**src/rtl/wb_mem_streamer.sv**
```systemverilog
// wb_mem_streamer: Wishbone-master DMA that reads a memory region in incrementing
// bursts and emits the words as a 32-bit valid/ready stream. A small Wishbone
// slave holds CTRL/STATUS/ADDR/LENGTH/COUNT and raises irq_o on completion.
// Optional: define MEM_STREAMER_LAST_EN to add m_last_o, which marks the final
// word of a transfer; the FIFO then carries that flag as a 33rd bit.
module wb_mem_streamer #(
    parameter int WB_AW     = 32,
    parameter int FIFO_AW   = 6,
    parameter int BURST_LEN = 8
) (
    input  logic             wb_clk_i,
    input  logic             wb_rst_ni,
    input  logic [4:0]       wbs_adr_i,
    input  logic [31:0]      wbs_dat_i,
    input  logic             wbs_we_i,
    input  logic             wbs_cyc_i,
    input  logic             wbs_stb_i,
    output logic [31:0]      wbs_dat_o,
    output logic             wbs_ack_o,
    output logic [WB_AW-1:0] wbm_adr_o,
    output logic             wbm_cyc_o,
    output logic             wbm_stb_o,
    output logic             wbm_we_o,
    output logic [3:0]       wbm_sel_o,
    output logic [2:0]       wbm_cti_o,
    output logic [1:0]       wbm_bte_o,
    input  logic [31:0]      wbm_dat_i,
    input  logic             wbm_ack_i,
    output logic [31:0]      m_data_o,
    output logic             m_valid_o,
`ifdef MEM_STREAMER_LAST_EN
    output logic             m_last_o,
`endif
    input  logic             m_ready_i,
    output logic             irq_o
);
    localparam int DEPTH = 1 << FIFO_AW;
    localparam int BW    = $clog2(BURST_LEN) + 1;
`ifdef MEM_STREAMER_LAST_EN
    localparam int FW = 33;
`else
    localparam int FW = 32;
`endif

    typedef enum logic [1:0] {S_IDLE, S_REQ, S_BURST, S_DRAIN} state_t;
    state_t state_q, state_d;

    logic              ack_q;
    logic [31:0]       rdata_q;
    logic              irq_en_q, done_q, irq_q;
    logic [WB_AW-1:0]  cfg_addr_q, adr_q;
    logic [31:0]       cfg_len_q, remaining_q, count_q;
    logic [BW-1:0]     beats_q;
    logic              cyc_q;
    logic [FW-1:0]     mem [DEPTH];
    logic [FIFO_AW:0]  wr_ptr_q, rd_ptr_q;
    logic [FW-1:0]     out_q;
    logic              out_valid_q;

    logic              busy, req, wr_en, start;
    logic [2:0]        reg_sel;
    logic [31:0]       burst_n, fifo_free;
    logic [FIFO_AW:0]  fifo_cnt;
    logic              fifo_empty, push, pop, beat_ack, xfer;
    logic              launch, begin_xfer, set_done;
    logic [FW-1:0]     push_data;
    logic              unused_bits;

    assign busy       = (state_q != S_IDLE);
    assign req        = wbs_cyc_i & wbs_stb_i & ~ack_q;
    assign wr_en      = req & wbs_we_i;
    assign reg_sel    = wbs_adr_i[4:2];
    assign start      = wr_en && (reg_sel == 3'd0) && wbs_dat_i[0] && !busy;
    assign burst_n    = (remaining_q < 32'(BURST_LEN)) ? remaining_q : 32'(BURST_LEN);
    assign fifo_cnt   = wr_ptr_q - rd_ptr_q;
    assign fifo_free  = 32'(DEPTH) - 32'(fifo_cnt);
    assign fifo_empty = (fifo_cnt == '0);
    assign beat_ack   = (state_q == S_BURST) && wbm_ack_i;
    assign push       = beat_ack;
    assign pop        = !fifo_empty && (!out_valid_q || m_ready_i);
    assign xfer       = out_valid_q && m_ready_i;
    assign unused_bits = ^{wbs_adr_i[1:0], burst_n[31:BW]};

`ifdef MEM_STREAMER_LAST_EN
    assign push_data = {(remaining_q == 32'd1), wbm_dat_i};
    assign m_last_o  = out_q[32];
`else
    assign push_data = wbm_dat_i;
`endif

    assign wbs_dat_o = rdata_q;
    assign wbs_ack_o = ack_q;
    assign wbm_adr_o = adr_q;
    assign wbm_cyc_o = cyc_q;
    assign wbm_stb_o = cyc_q;
    assign wbm_we_o  = 1'b0;
    assign wbm_sel_o = 4'hF;
    assign wbm_bte_o = 2'b00;
    assign wbm_cti_o = !cyc_q ? 3'b000 : ((beats_q == BW'(1)) ? 3'b111 : 3'b010);
    assign m_data_o  = out_q[31:0];
    assign m_valid_o = out_valid_q;
    assign irq_o     = irq_q;

    // Next-state and one-cycle control strobes for the transfer sequencer.
    always_comb begin
        state_d    = state_q;
        launch     = 1'b0;
        begin_xfer = 1'b0;
        set_done   = 1'b0;
        case (state_q)
            S_IDLE: begin
                if (start) begin
                    if (cfg_len_q == 32'd0) begin
                        set_done = 1'b1;
                    end else begin
                        begin_xfer = 1'b1;
                        state_d    = S_REQ;
                    end
                end
            end
            S_REQ: begin
                // Reserve room for the whole burst so acks can always be stored.
                if (burst_n <= fifo_free) begin
                    launch  = 1'b1;
                    state_d = S_BURST;
                end
            end
            S_BURST: begin
                if (wbm_ack_i && (beats_q == BW'(1))) begin
                    state_d = (remaining_q == 32'd1) ? S_DRAIN : S_REQ;
                end
            end
            S_DRAIN: begin
                if (fifo_empty && !out_valid_q) begin
                    set_done = 1'b1;
                    state_d  = S_IDLE;
                end
            end
            default: state_d = S_IDLE;
        endcase
    end

    // Sequencer state register.
    always_ff @(posedge wb_clk_i or negedge wb_rst_ni) begin
        if (!wb_rst_ni) state_q <= S_IDLE;
        else            state_q <= state_d;
    end

    // Master bus datapath: address, remaining words, beat counter, cyc/stb.
    always_ff @(posedge wb_clk_i or negedge wb_rst_ni) begin
        if (!wb_rst_ni) begin
            adr_q       <= '0;
            remaining_q <= '0;
            beats_q     <= '0;
            cyc_q       <= 1'b0;
        end else begin
            if (begin_xfer) begin
                adr_q       <= cfg_addr_q;
                remaining_q <= cfg_len_q;
            end else if (beat_ack) begin
                adr_q       <= adr_q + WB_AW'(4);
                remaining_q <= remaining_q - 32'd1;
            end
            if (launch) begin
                cyc_q   <= 1'b1;
                beats_q <= burst_n[BW-1:0];
            end else if (beat_ack) begin
                beats_q <= beats_q - BW'(1);
                if (beats_q == BW'(1)) cyc_q <= 1'b0;
            end
        end
    end

    // FIFO storage; no reset so it maps onto block RAM.
    always_ff @(posedge wb_clk_i) begin
        if (push) mem[wr_ptr_q[FIFO_AW-1:0]] <= push_data;
    end

    // FIFO pointers and the output register that presents the stream head.
    always_ff @(posedge wb_clk_i or negedge wb_rst_ni) begin
        if (!wb_rst_ni) begin
            wr_ptr_q    <= '0;
            rd_ptr_q    <= '0;
            out_q       <= '0;
            out_valid_q <= 1'b0;
        end else begin
            if (push) wr_ptr_q <= wr_ptr_q + 1'b1;
            if (pop) begin
                out_q       <= mem[rd_ptr_q[FIFO_AW-1:0]];
                out_valid_q <= 1'b1;
                rd_ptr_q    <= rd_ptr_q + 1'b1;
            end else if (m_ready_i) begin
                out_valid_q <= 1'b0;
            end
        end
    end

    // Config slave: single-cycle ack with read data, register writes, status.
    always_ff @(posedge wb_clk_i or negedge wb_rst_ni) begin
        if (!wb_rst_ni) begin
            ack_q      <= 1'b0;
            rdata_q    <= '0;
            irq_en_q   <= 1'b0;
            cfg_addr_q <= '0;
            cfg_len_q  <= '0;
            done_q     <= 1'b0;
            count_q    <= '0;
            irq_q      <= 1'b0;
        end else begin
            ack_q <= req;
            if (req) begin
                case (reg_sel)
                    3'd0:    rdata_q <= {30'd0, irq_en_q, 1'b0};
                    3'd1:    rdata_q <= {30'd0, done_q, busy};
                    3'd2:    rdata_q <= 32'(cfg_addr_q);
                    3'd3:    rdata_q <= cfg_len_q;
                    3'd4:    rdata_q <= count_q;
                    default: rdata_q <= '0;
                endcase
            end
            if (wr_en) begin
                case (reg_sel)
                    3'd0: irq_en_q <= wbs_dat_i[1];
                    3'd2: if (!busy) cfg_addr_q <= wbs_dat_i[WB_AW-1:0] & ~WB_AW'(3);
                    3'd3: if (!busy) cfg_len_q <= wbs_dat_i;
                    default: ;
                endcase
            end
            if (set_done)                                          done_q <= 1'b1;
            else if (wr_en && (reg_sel == 3'd1) && wbs_dat_i[1])   done_q <= 1'b0;
            if (begin_xfer) count_q <= '0;
            else if (xfer)  count_q <= count_q + 32'd1;
            irq_q <= done_q & irq_en_q;
        end
    end
endmodule

```
**config.mk**
```make
export PLATFORM = sky130hd
export DESIGN_NAME = wb_mem_streamer
export DESIGN_NICKNAME = d
export VERILOG_FILES = /design/src/rtl/wb_mem_streamer.sv
export SDC_FILE = /design/constraint.sdc
export NUM_CORES = 2
export LEC_CHECK = 0
export ABC_AREA = 1
export BUFFER_PORTS_ARGS = -buffer_cell sky130_fd_sc_hd__clkbuf_2
export CORE_MARGIN = 2
export CORE_UTILIZATION = 45
export CTS_BUF_LIST = sky130_fd_sc_hd__clkbuf_2 sky130_fd_sc_hd__clkbuf_4 sky130_fd_sc_hd__clkbuf_8
export DETAILED_ROUTE_END_ITERATION = 7
export SLEW_MARGIN = 5
export SYNTH_ARGS = -nofsm -noshare
export SYNTH_HDL_FRONTEND = slang
export SYNTH_SLANG_ARGS = --single-unit
```
**constraint.sdc**
```tcl
create_clock -name wb_clk_i -period 10.5 [get_ports wb_clk_i]
set_input_delay 1.05 -clock wb_clk_i [delete_from_list [all_inputs] [get_ports wb_clk_i]]
set_output_delay 1.05 -clock wb_clk_i [all_outputs]
set_load 0.05 [all_outputs]
```
Yosys cells after proc, flatten, opt, wreduce, memory -nomap -nowiden. Memories as Yosys holds them, arrays and structs flattened. A register that Yosys moved wholly into a read port is not among the register bits. Index checks and enable logic that the tools add are counted.

Bits in registers: 216. Output and inout bits: 111. Memories: 1. Word-level logic and storage cells: 115. Bits in writable memories: 2048. Bits of input ports: 76.

Memory list: mem (depth 64, width 32, rd ports 1, clocked after Yosys merged registers in 1, wr ports 1, RTL line 55) `logic [FW-1:0] mem [DEPTH];`.

Bitwise operators: 6. Reduce and logical (&&, ||, !) cells: 31. $lt $le $gt $ge: 2. $add $sub $neg: 8. Muxes and demuxes: 37. Eq/ne operators: 14.

Operators by type and width (number): $mux 32 (7); $pmux 32 s5 (1); $add 32x1->32 const B (1); $add 32x3->32 const B (1); $eq 32x1->1 const B (1); $le 32x32->1 (1); $logic_not 32->1 (1); $lt 32x4->1 const B (1); $sub 32x1->32 const B (1); $mux 1 (17); $add 7x1->7 const B (2); $reduce_bool 2->1 (7); $mux 2 (6); $logic_and 1x1->1 (10); $mux 4 (2); $ne 2x2->1 const B (4); $pmux 2 s4 (1); $sub 7x7->8 const A (1); $logic_not 7->1 (1); $sub 7x7->7 (1); $eq 3x2->1 const B (2); $mux 3 (2); $reduce_and 3->1 (2); $reduce_and 5->1 (1); other kinds (15) (24).

Longest topological paths before layout.
Depth in word-level cells: 9. Depth in mapped cells: 30. Gate-level depth less buffers: 27.

Worst setup path after synthesis. OpenSTA, ideal clock, no wires.

Kind: input-to-reg. Start point: input wbm_ack_i. End point: memory mem[7][0], enable pin. Path buffers: 0. Stages: 6. Library setup time: 0.461 ns. Required time: 10.039 ns. Path slack: 6.187 ns. Arrival: 3.852 ns. Cell sequence: nand2_1 -> nor2_1 -> nand2_1 -> inv_1 -> nand2_1 -> nor3_1.

Cells in the longest elaborated chain, start to end: 3.

Ends and longest elaborated chain: from (decl) (RTL line 28) `input logic wbm_ack_i,`; $logic_and 1x1->1 (RTL line 78) `assign beat_ack = (state_q == S_BURST) && wbm_ack_i;`; $mux 1 (RTL line 176) `if (push) mem[wr_ptr_q[FIFO_AW-1:0]] <= push_data;`; $mux 1 (implied by the code) (RTL line 176); to (decl) (RTL line 55).

Every way passes these cells.

Worst setup path in the final report.
Start point: register rd_ptr_q[0]. End point: register out_q[30] (netlist: m_data_o[30]) (read register of mem).

Cells in the longest elaborated chain, start to end: 4.

Ends and longest elaborated chain: from (decl) (RTL line 56) `logic [FIFO_AW:0] wr_ptr_q, rd_ptr_q;`; from (signal assigned) (RTL line 191) `rd_ptr_q <= rd_ptr_q + 1'b1;`; $sub 7x7->7 (RTL line 75) `assign fifo_cnt = wr_ptr_q - rd_ptr_q;`; $logic_not 7->1 (RTL line 77) `assign fifo_empty = (fifo_cnt == '0);`; $logic_not 1->1 (RTL line 80) `assign pop = !fifo_empty && (!out_valid_q || m_ready_i);`; $logic_and 1x1->1 (RTL line 80); to (decl) (RTL line 57) `logic [FW-1:0] out_q;`.

Parallel ways exist; a longest one is shown, timed or not. A chain may end at the register's enable or synchronous reset.

==> flow_metrics.py <==
metrics = {
    "worst_setup_path": {
        "critPathMaxFanout": 178,
        "critPathKind": "reg -> reg",
        "critPathLaunchType": "flip-flop",
        "cp.arrival_ns": 6.09,
        "critPathRequiredTime_ns": 11.41,
        "reg2regPathDepth": 12,
        "cp-end-kind": "flip-flop",
    },
    "clock_tree": {
        "h-tree-depth": 5,
        "clockBufferDepth": 4,
        "insertion_delay_ns": 1.08,
        "cts_setup_buffers": 0,
        "cts_tree": "yes",
        "numCtsBuffers": 391,
        "cts_hold_buf": 0,
        "cts_resized": 0,
        "cts_sinks": 2294,
        "clk_pin_slew_ns": 0.06,
        "cts_root_buffer": "clkbuf_8",
    },
    "synthesis": {
        "synth-warning-count": 0,
        "synthArstFlopShare": 0.107,
        "synth.most_common_cell": "edfxtp_1",
        "synth.ff_latch_count": 2294,
        "synth_area_per_cell_um2": 11.7,
        "synth_commonest_cells": "edfxtp_1, nor2_1, o21ai_0, nand2_1, inv_1",
        "yosysTopAreaCellShare": 0.648,
        "yosysSeqAreaShare": 0.713,
        "syn_area_um2": 94900,
        "yosysTopAreaCell": "edfxtp_1",
        "synth_edf_count": 2048,
        "synth_cell_types": 48,
        "synth_flop_cell": "edfxtp_1",
        "synthCells": 8081,
        "yosys-top-cells-area": "edfxtp_1, dfrtp_1, nor2_1",
    },
    "floorplan": {
        "start_util": 0.453,
        "die_h_um": 463,
        "ios": 187,
        "die_w_um": 463,
        "core_area_um2": 210000,
        "rows": 168,
        "die_area_um2": 215000,
    },
    "timing": {
        "setup_viol": 0,
        "timing.fmax_mhz": 193,
        "period_needed_ns": 5.17,
        "relSlewSlack": 0.151,
        "worstMarginPinSlew_ns": 1.27,
        "rsz0062_at_grt": "false",
        "post-route-period-util": 0.493,
        "slew_violations": 0,
        "hold_viol": 0,
        "setup-tns-final_ns": 0,
        "fin_skew_ns": 0.0810,
    },
    "power": {
        "peakVddDrop_v": 0.000331,
        "total_leakage_power_nw": 37.3,
        "pwr_density_cell_nw_per_um2": 262,
    },
    "global_route": {
        "track_usage": 0.243,
        "grt-ovfl-total": 0,
        "antenna_found_initial": 11,
        "grt_pass1_wl_um": 393000,
        "grt_max_degree": 201,
        "grt_pass1_vias": 60900,
    },
    "placement": {
        "place_inst": 10700,
        "port_buffers": 175,
        "dp_hpwl_um": 141000,
        "gp_congestion": 0.884,
    },
    "finish": {
        "nNetsFinal": 8464,
        "fin_cells": 11400,
        "multi_input_area_um2": 24300,
        "drive_gt1_frac": 0.119,
        "seqCellArea_um2": 67700,
        "syn_to_final_growth_pct": 12.0,
        "fillers": 18300,
    },
    "detailed_routing": {
        "drc": 0,
        "firstDrtPassIters": 6,
        "drt_iter0_drc": 6639,
        "ant_nets": 0,
        "totalWireLength_um": 267000,
        "vias": 64000,
        "via_per_inst": 5.60,
        "wl_per_cell_um": 23.4,
    },
    "status": {
        "status": "complete, no violations",
    },
    "worst_hold_path": {
        "min_path_type": "in -> async",
    },
    "job": {
        "max-cap-violations": 0,
    },
}
metal layers:
layer	part of all wire	track usage	vias up
met4	0.034	0.0864	0
met2	0.47	0.389	2505
li1	-	-	29300
met1	0.42	0.335	31700
met5	0	0	-
met3	0.074	0.0434	510
flip-flops by register name, summed over array words and instances (netlist names), 7 cells and up:
| signal | flops |
|---|---|
| cfg_len_q | 32 |
| wr_ptr_q | 7 |
| count_q | 32 |
| m_data_o | 32 |
| wbm_adr_o | 30 |
| mem | 2048 |
| rd_ptr_q | 7 |
| wbs_dat_o | 32 |
| remaining_q | 32 |
| cfg_addr_q | 30 |
metrics by stage:
step           cell area [µm²]  setup WS (ns)  hold slack (ns)  utilization  total power, mW
3_5_place_dp             98700           5.49            0.466        0.471             20.1
2_1_floorplan            95000           6.19            0.453            -             17.3
6_report                106000           5.33           0.0501        0.507             27.9
5_1_grt                 106000           5.09           0.0742        0.507             29.4
4_1_cts                 106000           5.49           0.0118        0.507             28.0
3_3_place_gp             98700           5.55            0.464        0.471             20.0
final timing paths:
kind,startpoint,end,slack [ns]
setup / recovery,rd_ptr_q[0]$_DFFE_PN0P_,m_data_o[30]$_DFFE_PN0P_,5.33
hold / removal,wb_rst_ni,wbm_adr_o[30]$_DFFE_PN0P_,0.05
setup reg to reg,rd_ptr_q[0]$_DFFE_PN0P_,m_data_o[30]$_DFFE_PN0P_,5.33
hold reg to reg,wbs_dat_o[23]$_DFFE_PN0P_,wbs_dat_o[23]$_DFFE_PN0P_,0.48
max in group asynchronous,wb_rst_ni,rd_ptr_q[0]$_DFFE_PN0P_,9.01
min in group wb_clk_i,wbs_dat_i[30],cfg_len_q[30]$_DFFE_PN0P_,0.24
power breakdown:
| group | internal, mW | switching (mW) | total, mW |
|---|---|---|---|
| Sequential | 10.3 | 0.423 | 10.7 |
| Clock | 4.33 | 3.54 | 7.86 |
| Combinational | 2.57 | 6.73 | 9.30 |
| Total | 17.2 | 10.7 | 27.9 |
worst max-delay path, cell delays in order, from the launching register on:
cell and delay [ns]:
dfrtp_4 0.88, buf_4 0.85, clkinv_16 0.50, buf_4 0.57, buf_4 0.42, o21ai_0 0.25
o211ai_1 0.11, nand3_1 0.19, nand3_1 0.17, nand3_1 0.22, nand2_1 0.08, nand2_1 0.26
nand2_1 0.09
layout make-up:
cell class,count,share of cell area
multi-input cells,5025,0.228
inverters,302,0.0111
flip-flops and latches,2294,0.637
repair buffers,322,0.0197
clock inverters,134,0.00800
diodes,4,0.0000942
clock buffers,542,0.0629
well taps,2805,0.0330
logic make-up after synthesis:
| logic type | synth area share |
|---|---|
| adder cells (fa/ha/maj) | 0.00694 |
| AO/OA/AOI/OAI | 0.110 |
| other | 0.0000792 |
| XOR/XNOR | 0.00646 |
| buffers and inverters | 0.0380 |
| AND/OR/NAND/NOR | 0.125 |
| flip-flops | 0.713 |
layout by cell type, fill, tap and decap left out, types with 5 or more instances in the layout:
master,instances
o22ai_1,212
bufinv_16,10
nand4_1,41
a221oi_1,7
a22oi_1,12
clkinv_2,36
conb_1,37
inv_2,6
nor2_2,7
buf_12,8
nor4_1,13
o21ai_1,157
inv_1,286
clkinv_1,83
clkbuf_8,418
xor2_1,46
nor2_4,64
o21bai_1,5
o211ai_1,272
or2_2,5
a21oi_1,118
edfxtp_1,2048
clkinvlp_4,9
clkbuf_4,124
nand3_1,280
nor3_1,33
o221ai_1,11
xnor2_1,24
ha_1,51
o21ai_0,1061
buf_4,139
nor2_1,1492
dfrtp_1,242
clkbuf_2,174
nand2_1,1039
nor3_2,7
(Power assumes the default switching activity.)
